--- src/rtl/des_key_schedule.sv ---
// DES key schedule: PC-1 followed by per-round C/D rotations, one C||D word per round on a valid/ready stream.
// Optional key-parity flag under DES_KS_PARITY_EN (advisory only; schedule runs regardless).

module des_ks_rot (
    input  logic [27:0] din,
    input  logic        right,
    input  logic        two,
    output logic [27:0] dout
);
    // Index i holds FIPS bit i+1, so a FIPS left rotate moves bits toward index 0.
    always_comb begin
        dout = din;
        case ({right, two})
            2'b00:   dout = {din[0],    din[27:1]};
            2'b01:   dout = {din[1:0],  din[27:2]};
            2'b10:   dout = {din[26:0], din[27]};
            2'b11:   dout = {din[25:0], din[27:26]};
            default: dout = din;
        endcase
    end
endmodule

module des_key_schedule (
    input  logic        clk,
    input  logic        rst_n,
    input  logic [63:0] key_in,
    input  logic        decrypt,
    input  logic        key_valid,
    output logic        key_ready,
    output logic [55:0] cd_out,
    output logic [3:0]  round_idx,
    output logic        cd_valid,
    input  logic        cd_ready,
    output logic        sched_done,
    output logic        parity_err
);
    localparam int PC1 [0:55] = '{
        57, 49, 41, 33, 25, 17,  9,  1, 58, 50, 42, 34, 26, 18,
        10,  2, 59, 51, 43, 35, 27, 19, 11,  3, 60, 52, 44, 36,
        63, 55, 47, 39, 31, 23, 15,  7, 62, 54, 46, 38, 30, 22,
        14,  6, 61, 53, 45, 37, 29, 21, 13,  5, 28, 20, 12,  4
    };
    // Rounds whose shift is 1 (table positions 0, 1, 8, 15); all others shift by 2.
    localparam logic [15:0] SHIFT_ONE = 16'h8103;

    typedef enum logic {IDLE, RUN} state_t;

    state_t      state, state_nxt;
    logic        mode_q;
    logic        load, step;
    logic [55:0] pc1_key, load_cd, step_cd;
    logic [3:0]  tbl_idx;
    logic        step_two;

    for (genvar i = 0; i < 56; i++) begin : g_pc1
        assign pc1_key[i] = key_in[PC1[i]-1];
    end

    // Parity bits never reach PC-1; collect them so they are visibly intentional.
    logic [7:0] par_bits;
    logic       par_bits_unused;
    for (genvar k = 0; k < 8; k++) begin : g_par
        assign par_bits[k] = key_in[8*k+7];
    end
    assign par_bits_unused = ^par_bits;

    assign tbl_idx  = mode_q ? (4'd15 - round_idx) : (round_idx + 4'd1);
    assign step_two = ~SHIFT_ONE[tbl_idx];

    for (genvar h = 0; h < 2; h++) begin : g_half
        des_ks_rot u_load (
            .din   (pc1_key[h*28 +: 28]),
            .right (1'b0),
            .two   (1'b0),
            .dout  (load_cd[h*28 +: 28])
        );
        des_ks_rot u_step (
            .din   (cd_out[h*28 +: 28]),
            .right (mode_q),
            .two   (step_two),
            .dout  (step_cd[h*28 +: 28])
        );
    end

    assign load = key_valid && key_ready;
    assign step = cd_valid && cd_ready;

    always_ff @(posedge clk) begin
        if (!rst_n) state <= IDLE;
        else        state <= state_nxt;
    end

    always_comb begin
        state_nxt = state;
        case (state)
            IDLE:    if (load) state_nxt = RUN;
            RUN:     if (step && round_idx == 4'd15) state_nxt = IDLE;
            default: state_nxt = IDLE;
        endcase
    end

    always_comb begin
        key_ready = (state == IDLE);
        cd_valid  = (state == RUN);
    end

    always_ff @(posedge clk) begin
        if (!rst_n) begin
            cd_out     <= '0;
            round_idx  <= '0;
            mode_q     <= 1'b0;
            sched_done <= 1'b0;
        end else begin
            sched_done <= 1'b0;
            if (load) begin
                // Decrypt starts at C16||D16, which equals PC1(key) since total rotation is 28.
                cd_out    <= decrypt ? pc1_key : load_cd;
                round_idx <= '0;
                mode_q    <= decrypt;
            end else if (step) begin
                if (round_idx == 4'd15) begin
                    sched_done <= 1'b1;
                end else begin
                    cd_out    <= step_cd;
                    round_idx <= round_idx + 4'd1;
                end
            end
        end
    end

`ifdef DES_KS_PARITY_EN
    logic key_par_bad;
    always_comb begin
        key_par_bad = 1'b0;
        for (int k = 0; k < 8; k++)
            if (~^key_in[8*k +: 8]) key_par_bad = 1'b1;
    end

    always_ff @(posedge clk) begin
        if (!rst_n)    parity_err <= 1'b0;
        else if (load) parity_err <= key_par_bad;
    end
`else
    assign parity_err = 1'b0;
`endif

endmodule

--- config.mk ---
export PLATFORM = sky130hd
export DESIGN_NAME = des_key_schedule
export DESIGN_NICKNAME = d
export VERILOG_FILES = /design/src/rtl/des_key_schedule.sv
export SDC_FILE = /design/constraint.sdc
export NUM_CORES = 1
export LEC_CHECK = 0
export CAP_MARGIN = 20
export CORE_MARGIN = 2
export CORE_UTILIZATION = 48
export DETAILED_ROUTE_END_ITERATION = 8
export GPL_TIMING_DRIVEN = 0
export PLACE_DENSITY = 0.79
export RECOVER_POWER = 25
export SYNTH_ARGS = -nofsm -noshare
export SYNTH_HDL_FRONTEND = slang
export SYNTH_HIERARCHICAL = 1
export SYNTH_SLANG_ARGS = --single-unit
export TNS_END_PERCENT = 50
--- constraint.sdc ---
create_clock -name clk -period 2.54 [get_ports clk]
set_input_delay 0.508 -clock clk [delete_from_list [all_inputs] [get_ports clk]]
set_output_delay 0.508 -clock clk [all_outputs]
set_load 0.02 [all_outputs]
==> results.cfg <==
[timing]
slew_headroom = 0.637
layout_worst_path_cycle_share = 0.973
finClkSkew_ns = 0.00434
fin_tns_setup_ns = 0
hold_viol = 0
worstMarginPinSlew_ns = 0.545
hold_slack_ns = 0.538
max_freq_mhz = 405
setup_viol = 0
fin_crit_ns = 2.47
drv_slew = 0

[synth]
synth_area_per_cell_um2 = 11.4
synth_top_area_frac = 0.295
synth_area_leaders = mux4_2 30%, dfxtp_1 19%, mux4_1 11%
synth_enable_flop_cells = 0
ys_types = 37
async_flop_share = 0
yosysSeqAreaShare = 0.195
synth_seq_cells = 63
synth_top_flop_cell = dfxtp_1
synth_cells = 566
synth_top_area_cell = mux4_2
yosys_warnings = 6
syn-cell-area_um2 = 6480

[cts]
cts_hold_buf = 0
tritoncts = built
cts_max_path_buffers = 2
post_cts_buffers = 0
path_clk_slew_ns = 0.05
cts_resized = 3
numClockSinks = 63
cts_buffers = 9
htreeDepth = 3
clock_latency_ns = 0.34
root_buffer = clkbuf_16

[placement]
place.gp.congestion = 0.894
io_buffers = 121
place_hpwl_um = 14200
place_area_um2 = 7930

[grt]
overflow = 0
grt_pass1_wl_um = 30600
grt_use_total = 0.266
antenna_found_initial = 0
grt_max_degree = 11
grt_pass1_vias = 5895

[floorplan]
die-area_um2 = 14400
die_y_um = 120
rows = 42
start_util = 0.491
io-pin-count = 133
die_width_um = 120
coreArea_um2 = 13200

[job]
maxCapViolations = 0

[min_path]
min_path_type = reg -> reg

[critical_path]
path_max_fanout = 10
arrival_ns = 2.67
endpoint_kind = flip-flop
critPathLaunchType = flip-flop
crit_required_ns = 2.74
crit_type = reg -> reg

[detailed_routing]
via_count = 5960
vias_per_cell = 6.75
first_pass_iters = 5
post-route-drc-count = 0
avgRoutedWirePerCell_um = 21.6
routed_wl_um = 19100
drtIter0Drc = 584
drtAntennaViolNets = 0

[final_layout]
layout.nets = 772
area_delta_synth_final_pct = 28.2
num_antenna_cells = 0
fin_area_um2 = 8310
drive_above_1_share = 0.253

[power]
pwr-share-comb = 0.368
ir_drop_mv = 0.330
switching_share = 0.317
p_clk_frac = 0.330
internal_power_mw = 2.82
power_density_nw_per_um2 = 497
p_leak_nw = 2.86
power_switching_mw = 1.31
seq_power_share = 0.302

[status]
status = complete, no violations
## per-layer routing
metal | wire length [um] | track usage | up-vias
li1 | - | - | 2602
met1 | 7470 | 0.350 | 2978
met2 | 9620 | 0.458 | 351
met3 | 1720 | 0.0368 | 29
met4 | 280 | 0.0801 | 0
met5 | 0 | 0 | -
## power groups by stage
stage,registers (mW),clock network [mW],logic [mW]
global route,1.26,1.41,1.62
floorplan,1.31,0,0.909
CTS,1.24,1.37,1.50
global placement,1.26,0,1.46
detailed placement,1.26,0,1.49
finish,1.25,1.36,1.52
## final cells by class
type | count | area [um2]
repair buffers | 121 | 1210
plain buffers | 71 | 559
multi-input cells | 435 | 4720
well taps | 176 | 220
clock inverters | 3 | 65.1
fillers | 1033 | 4880
clock buffers | 13 | 260
flip-flops and latches | 63 | 1260
inverters | 1 | 3.75
## critical path: stages (launching register included)
cell     delay [ns]
dfxtp_2        0.36
ha_4           0.19
xor2_1         0.15
or2_0          0.19
mux4_2         0.51
buf_6          0.18
buf_4          0.18
mux4_2         0.30
nor2_2         0.16
o32ai_2        0.11
## synth_stat cells, types with 4 or more instances
master,count
buf_2,23
buf_6,14
nor2_1,57
nand2_1,63
a21oi_1,4
dfxtp_1,63
buf_4,13
a211oi_1,55
buf_8,4
o32ai_1,45
clkbuf_1,13
nor2b_1,58
o32ai_2,11
buf_12,4
mux4_2,85
mux4_1,28
## metrics by stage
stage | std cells | power (mW) | setup slack, ns | util
final | 883 | 4.13 | 0.0686 | 0.630
after global routing | 883 | 4.28 | -0.0279 | 0.630
after CTS | 883 | 4.11 | 0.0344 | 0.626
after detailed placement | 867 | 2.75 | -0.0725 | 0.601
after global placement | 867 | 2.71 | -0.0322 | 0.601
after floorplan | 570 | 2.22 | 0.0311 | -
## sequential cells by signal, indices dropped and copies added, names as in the netlist
name	count
sched_done	1
round_idx	4
cd_out	56
mode_q	1
cd_valid	1
## worst paths after layout
kind	start	to	slack, ns	cells past startpoint
worst max register to register	round_idx[0]	cd_out[19]	0.07	9
worst max-delay path	round_idx[0]	cd_out[19]	0.07	9
worst min-delay path	cd_out[5]	cd_out[5]	0.54	2
worst min register to register	cd_out[5]	cd_out[5]	0.54	2
## cell families (layout without fill, tap and decap cells)
| kind of cell | count (synthesis) | after routing | share of synthesized area |
|---|---|---|---|
| mux | 113 | 113 | 0.409 |
| fa+ha+maj | 1 | 1 | 0.00193 |
| xor+xnor | 2 | 2 | 0.00270 |
| buf+inv | 72 | 209 | 0.0869 |
| other cells | 1 | 5 | 0.000579 |
| flops | 63 | 63 | 0.195 |
| compound gates | 124 | 124 | 0.167 |
| simple gates | 190 | 190 | 0.137 |
## cells in the final DEF, fill, tap and decap left out, types with 2 or more instances in the layout
cell type         n
conb_1            5
nand3_1           2
buf_6            14
a311oi_1          2
mux4_2           85
bufinv_16         2
buf_2            19
o32ai_2          16
buf_12            4
clkbuf_1         17
nor2b_1          58
dfxtp_1          61
or2_2             2
and3_1            2
a211oi_1         55
dfxtp_2           2
o21ai_0           2
mux4_1           28
a21oi_1           4
o32ai_1          40
clkbuf_16         9
buf_4            14
nor2_1           56
dlygate4sd3_1    25
nand2_1          63
clkdlybuf4s50_1  96
buf_8             4
clkbuf_8          2
Note: power is estimated with default switching activity, not from simulation.
